## config.mk

```make
export PLATFORM = sky130hd
export DESIGN_NAME = clock_time_counter
export DESIGN_NICKNAME = d
export VERILOG_FILES = /design/src/rtl/clock_time_counter.sv
export SDC_FILE = /design/constraint.sdc
export NUM_CORES = 1
export LEC_CHECK = 0
export CORE_MARGIN = 3
export CORE_UTILIZATION = 51
export CTS_BUF_LIST = sky130_fd_sc_hd__clkbuf_8
export CTS_CLUSTER_DIAMETER = 80
export CTS_CLUSTER_SIZE = 14
export DETAILED_ROUTE_END_ITERATION = 10
export PLACE_DENSITY_LB_ADDON = 0.12
export SYNTH_ARGS = -nofsm -noshare
export SYNTH_HDL_FRONTEND = slang
export SYNTH_SLANG_ARGS = --single-unit
```

## constraint.sdc

```tcl
create_clock -name i_clk -period 2.1 [get_ports i_clk]
set_input_delay 0.315 -clock i_clk [delete_from_list [all_inputs] [get_ports i_clk]]
set_output_delay 0.315 -clock i_clk [all_outputs]
set_load 0.03 [all_outputs]
```

## src/rtl/clock_time_counter.sv

```systemverilog
// Hours/minutes/seconds timekeeper with a RUN/SET controller for user time-set buttons.
// Fields are binary; o_time_stb pulses the cycle after any field changes.
module clock_time_counter #(
    parameter int TWELVE_HOUR = 0
) (
    input  logic       i_clk,
    input  logic       i_reset,
    input  logic       i_en,
    input  logic       i_1hz_stb,
    input  logic       i_timeset_stb,
    input  logic       i_set_hours,
    input  logic       i_set_minutes,
    output logic [4:0] o_hours,
    output logic [5:0] o_minutes,
    output logic [5:0] o_seconds,
    output logic       o_setting,
    output logic       o_time_stb
);

    // state | meaning
    // RUN   | seconds advance on the 1 Hz strobe with full carry chain
    // SET   | seconds held at 0; selected fields step on the time-set strobe
    localparam logic [0:0] ST_RUN = 1'b0;
    localparam logic [0:0] ST_SET = 1'b1;

    localparam logic [4:0] HOUR_MIN = (TWELVE_HOUR != 0) ? 5'd1  : 5'd0;
    localparam logic [4:0] HOUR_MAX = (TWELVE_HOUR != 0) ? 5'd12 : 5'd23;
    localparam logic [4:0] HOUR_RST = (TWELVE_HOUR != 0) ? 5'd12 : 5'd0;

    logic [0:0] state_q, state_d;
    logic [4:0] hours_q, hours_d;
    logic [5:0] minutes_q, minutes_d;
    logic [5:0] seconds_q, seconds_d;
    logic       time_stb_q, time_stb_d;
    logic       set_req;

    // ">=" limits so a corrupted field wraps to its minimum
    function automatic logic [4:0] next_hour(input logic [4:0] h);
        return (h >= HOUR_MAX) ? HOUR_MIN : h + 5'd1;
    endfunction

    function automatic logic [5:0] next_sixty(input logic [5:0] v);
        return (v >= 6'd59) ? 6'd0 : v + 6'd1;
    endfunction

    assign set_req = i_set_hours | i_set_minutes;

    always_comb begin
        state_d    = state_q;
        hours_d    = hours_q;
        minutes_d  = minutes_q;
        seconds_d  = seconds_q;
        time_stb_d = 1'b0;
        if (i_en) begin
            case (state_q)
                ST_RUN: begin
                    if (set_req) begin
                        state_d    = ST_SET;
                        seconds_d  = 6'd0;
                        time_stb_d = 1'b1;
                        if (i_set_hours)   hours_d   = next_hour(hours_q);
                        if (i_set_minutes) minutes_d = next_sixty(minutes_q);
                    end else if (i_1hz_stb) begin
                        seconds_d  = next_sixty(seconds_q);
                        time_stb_d = 1'b1;
                        if (seconds_q >= 6'd59) begin
                            minutes_d = next_sixty(minutes_q);
                            if (minutes_q >= 6'd59) hours_d = next_hour(hours_q);
                        end
                    end
                end
                ST_SET: begin
                    seconds_d = 6'd0;
                    if (!set_req) begin
                        state_d = ST_RUN;
                    end else if (i_timeset_stb) begin
                        // set increments never carry between fields
                        time_stb_d = 1'b1;
                        if (i_set_hours)   hours_d   = next_hour(hours_q);
                        if (i_set_minutes) minutes_d = next_sixty(minutes_q);
                    end
                end
                default: state_d = ST_RUN;
            endcase
        end
    end

    always_ff @(posedge i_clk or posedge i_reset) begin
        if (i_reset) begin
            state_q    <= ST_RUN;
            hours_q    <= HOUR_RST;
            minutes_q  <= 6'd0;
            seconds_q  <= 6'd0;
            time_stb_q <= 1'b0;
        end else begin
            state_q    <= state_d;
            hours_q    <= hours_d;
            minutes_q  <= minutes_d;
            seconds_q  <= seconds_d;
            time_stb_q <= time_stb_d;
        end
    end

    assign o_hours    = hours_q;
    assign o_minutes  = minutes_q;
    assign o_seconds  = seconds_q;
    assign o_setting  = (state_q == ST_SET);
    assign o_time_stb = time_stb_q;

endmodule

```

==> run metrics <==
setup TNS=0 ns; nature of the critical path endpoint=flop; share of cells above drive strength 1=13.7%; drt drc=0; number of synthesized flops with an enable pin=0; Mapped Area=1110 µm²; final setup violation count=0; Hold Fails Final Rpt=0; initial antenna violation count=0; Hold Path Class=in -> async; DR vias/cell=5.69; first-pass GRT wire length=4.19 mm; Core Footprint=2000 µm²; Final Non-Filler Cells=166; initial core utilization=55.4%; CTS tree=done; Critical Path Source Type=flop; sequential area share after synthesis=42.8%; CTS sink cnt=19; CTS resizes=0; clk root buf=clkbuf_8; cell taking the most area after synthesis=dfrtp_1; Post-synth ARST share=100%; r2r startpoint=o_minutes[0]; Commonest cells post-synth=dfrtp_1, o21ai_0, nand2_1, nor2_1, nand3_1; drt total wl=2.45 mm; clk_skew=0.000406 ns; Port Buffer Count=25; Max clock buf depth=2; Ports=26; crit path time final=1.98 ns; area added between synthesis and finish=30.8%; Die Height=52.7 µm; Pwr Density=1110 nW/µm²; Leak Pwr=~0.63 nW; Synth cell types=37; worst-margin pin slew=0.723 ns; Max Freq=505 MHz; Avg Inst Size Synth=slightly above 10 µm²; critical path peak fanout=7; post-route ant nets=0; Slew headroom=around half; dominant synthesized flop cell=dfrtp_1; final net count=150; gr usage total=19.9%; max-cap violations=0; placed cell count=around 160; Peak VDD IR=about 930 µV; Cell Rows=16; Post-Synthesis Cells=between 100 and 150; H-Tree Depth=1; Synth Register Bits=19; CP startpoint=o_minutes[0]; TritonCTS buffer count=3; max-slew violation total from the final report=0; WS Path Type=reg -> reg; Die Width=~53 µm; count leader, synth=dfrtp_1; Synth top area share=42.8%; syn nets=119; fin crit share=94.3%; First-pass DRT Iterations=4; vias in the first global route=969; total vias in the final route=945; Setup Fix Bufs, Post-CTS=0; latest clock arrival within the worst-skew pair=0.25 ns; Synth Warn #=0; gp weighted congestion=0.815; total die area=around 2800 µm²; ant diodes=0; largest net degree at the start of global routing=20; status=finished, final reports clean; clock-pin slew on the worst setup and hold paths=0.07 ns; ranking of synthesized cells by area=dfrtp_1, o21ai_0, ha_1, nand3_1, mux2_4; initial drt markers=23; WP data arrival=between 2 and 2.5 ns; Req. time, crit path=2.24 ns; hold buffers post-CTS=0; DP HPWL=1.83 mm; drt wl/cell=14.8 µm; RSZ-0062 raised after global routing=false; gr ovfl total=0
## registers in the layout, summed over array words and instances (netlist names)
signal,count
o_minutes,6
o_seconds,6
o_hours,5
o_setting,1
o_time_stb,1
## cells by family (layout without fill, tap and decap cells)
group,after synthesis,after routing,share of synthesized area (%)
AND/OR/NAND/NOR,40,40,18.8
AO/OA/AOI/OAI,37,37,27.8
flip-flops,19,19,42.8
buffers and inverters,6,36,2.82
adder cells (fa/ha/maj),3,3,3.38
XOR/XNOR,2,2,1.58
multiplexers,2,2,2.71
## stage by stage
| stage | total power, mW | hold WS, ns | utilization (%) | area, µm² | setup WS (ns) |
|---|---|---|---|---|---|
| 2_1_floorplan | 1.08 | 0.266 | - | 1110 | 0.0390 |
| 6_report | 1.61 | 0.492 | 72.5 | 1450 | 0.120 |
| 5_1_grt | 1.71 | 0.567 | 72.5 | 1450 | 0.0175 |
| 4_1_cts | 1.62 | 0.523 | 72.5 | 1450 | 0.124 |
| 3_3_place_gp | 1.36 | 0.513 | 70.3 | 1410 | 0.131 |
| 3_5_place_dp | 1.37 | 0.532 | 70.3 | 1410 | 0.0934 |
## area by class of cell
class,count,area (µm²)
well taps,27,33.8
inverters,3,11.3
multi-input cells,84,606
flip-flops and latches,19,475
clock inverters,1,3.75
clock buffers,3,41.3
fillers,139,551
repair buffers,29,280
## metal layers
metal / part of all wire [%] / global-route usage (%) / up-vias
met4: 0.29 / 5.11 / 0
met3: 3.4 / 3.99 / 2
li1: - / - / 471
met2: 47 / 32.4 / 21
met5: 0 / 0 / -
met1: 49 / 26.7 / 451
## layout by cell type (no fill, tap or decap), types with 3 or more instances in the layout
cell type	instances
clkdlybuf4s50_1	25
dfrtp_1	19
o21ai_0	10
nor2_1	8
nand2_1	8
nand3_1	6
inv_1	4
nand2b_1	4
a31oi_1	4
a21oi_1	4
o31ai_1	4
buf_4	4
nor4_1	3
a21o_1	3
clkbuf_8	3
## critical path: stages, from the launching register on
cell       delay [ns]
dfrtp_1          0.43
ha_2             0.30
o2111ai_4        0.17
o41ai_4          0.34
and2_1           0.30
mux2_4           0.32
## power by group
part           total (mW)  internal (mW)  switching (mW)  leakage, nW
clock network       0.248          0.130           0.119       0.0269
registers           0.628          0.459           0.169        0.245
logic               0.737          0.349           0.388        0.361
## worst paths after layout
| kind | to | slack [ns] | cells after the start |
|---|---|---|---|
| worst max-delay path | o_hours[0] | 0.12 | 5 |
| worst min-delay path | o_hours[4] | 0.49 | 2 |
| worst max register to register | o_hours[0] | 0.12 | 5 |
| worst min register to register | o_seconds[1] | 0.56 | 2 |
| max in group asynchronous | o_hours[3] | 1.15 | 2 |
| min in group i_clk | o_seconds[1] | 0.56 | 2 |
Power figures use the tool's default switching activity.
==> RTL change, RTL diff (same flow settings) <==
Remove the register `time_stb_q`: a continuous assignment takes its place, so the output `o_time_stb` follows one clock earlier.
--- a/src/rtl/clock_time_counter.sv
+++ b/src/rtl/clock_time_counter.sv
@@ -91,15 +91,15 @@
             hours_q    <= HOUR_RST;
             minutes_q  <= 6'd0;
             seconds_q  <= 6'd0;
-            time_stb_q <= 1'b0;
         end else begin
             state_q    <= state_d;
             hours_q    <= hours_d;
             minutes_q  <= minutes_d;
             seconds_q  <= seconds_d;
-            time_stb_q <= time_stb_d;
         end
     end
+
+    assign time_stb_q = time_stb_d;
 
     assign o_hours    = hours_q;
     assign o_minutes  = minutes_q;
Check against the original RTL: not equivalent (a bounded check fails within 4 cycles, from zero or initial values and one cycle with i_reset high).
==> RTL change against the original RTL <==
Routed wire length fell by 8.6%; cell area down 6.2%; die area fell by 7.6%; fmax down 0.82%; area after synthesis shrank 8.6%; hold slack got worse by 0.038 ns; global-route usage is 0.91 points lower; clock power up 13%; sequential power shrank 15%; total power shrank 16%; worst setup slack worse by 0.016 ns; sequential cell count shrank 1; critical path type is now input pin to output pin; critical endpoint is now o_time_stb.
==> RTL change: results (changes against the original RTL) <==
synth cell count leaders dfrtp_1, nand2_1, nor2_1; Num CTS Buffers 3 (unchanged); Worst Setup SP i_set_minutes; htree depth 1 (unchanged); worst vdd ir 0.000743 V (-20%); share of layout cells above drive strength 1 0.121 (-0.0155); Leak 0.589 nW (-6.9%); post-DP HPWL 1.68 mm (-7.9%); first-pass GRT wire length 3.71 mm (-11%); FF-to-FF Start o_seconds[0]; Synth async-reset ratio 1.00 (unchanged); synth top area cells dfrtp_1, ha_1, nand2_1; sequential element share of the synthesized area 0.444 (+0.0155); Fillers 126 (-9.4%); NumNets Final 143 (-4.7%); clock-pin transition on the worst setup and hold timing paths 0.07 ns (about the same); Slew @ Worst Pin 0.662 ns (-0.0610 ns); slowest cell delay on critical path 0.61 ns (+0.18 ns); reg2reg path depth 6 (+1); Clock Latency Late Sink 0.25 ns (about the same); metal3 WL 89 µm (+7.2%); worst min-delay path category input pin to async pin; Setup Buffers After CTS 0 (unchanged); CTS resizes 0 (unchanged); I/O Buffers 25 (unchanged); critical path arrival 1.68 ns (-0.44 ns); crit-path leading delay family buffers and inverters; CP max stage cell clkdlybuf4s50_1; Worst R2R End o_minutes[5]; FF-to-FF setup slack 0.25 ns (+0.13 ns); antenna-violating nets left 0 (unchanged); Critical path destination o_time_stb; via/cell ratio 5.74 (+0.81%); pin count of the biggest net entering global routing 19 (-5.0%); Synth warnings 0 (unchanged); net count after synthesis 112 (-5.9%); DRC Markers 0 (unchanged); Layout Skew 0.00129 ns (+0.000888 ns); met2 Track Usage GR 0.326 (+0.00171); M1 WL 1.01 mm (-16%); Sw Pwr 0.000538 W (-20%); global-route track usage on met1 0.235 (-0.0325); main flop type after synthesis dfrtp_1; top routing layer used met4; final wirelength 2.24 mm (-8.6%); Total Routing Usage GR 0.190 (-0.00911); vias in the first global route 842 (-13%); global routing usage on met3 0.0386 (-0.00131); Ant. Diodes 0 (unchanged); Max Fanout on Critical Path 5 (-2); status finished, final reports clean; Initial DRC Count 19 (-17%); Flop pwr share 0.395 (+0.006); met2 wire len 1.13 mm (-3.2%); initial antenna violation count 0 (unchanged); Final GP Congestion 0.722 (-11%); clock power share 0.207 (+0.053); post-synth cell types 41 (+11%); clock buffer depth 2 (unchanged); Root Driver clkbuf_8
==> RTL change: final cells by class <==
class / instances / area share
clock buffer: 4 / 0.0404
inverter: 4 / 0.0110
multi-input combinational: 79 / 0.402
sequential: 18 / 0.331
tap: 25 / 0.0230
timing repair buffer: 27 / 0.193
==> RTL change: through the flow <==
stage	area [µm²]	std cells	power, W	hold slack [ns]	setup WS [ns]
after floorplan	1010	102	0.000848	0.254	0.236
after global placement	1300	153	0.00105	0.525	0.164
after detailed placement	1300	153	0.00108	0.526	0.0666
after CTS	1350	157	0.00136	0.495	0.134
after global routing	1360	157	0.00143	0.517	0.0574
final	1360	157	0.00135	0.454	0.104
==> RTL change: kinds of logic after synthesis <==
kind of cell,Yosys count,share of synthesized area
buffers and inverters,5,0.0259
multiplexers,1,0.0111
adder cells (fa/ha/maj),3,0.0370
XOR/XNOR,2,0.0173
AND/OR/NAND/NOR,39,0.202
flip-flops,18,0.444
AO/OA/AOI/OAI,34,0.263
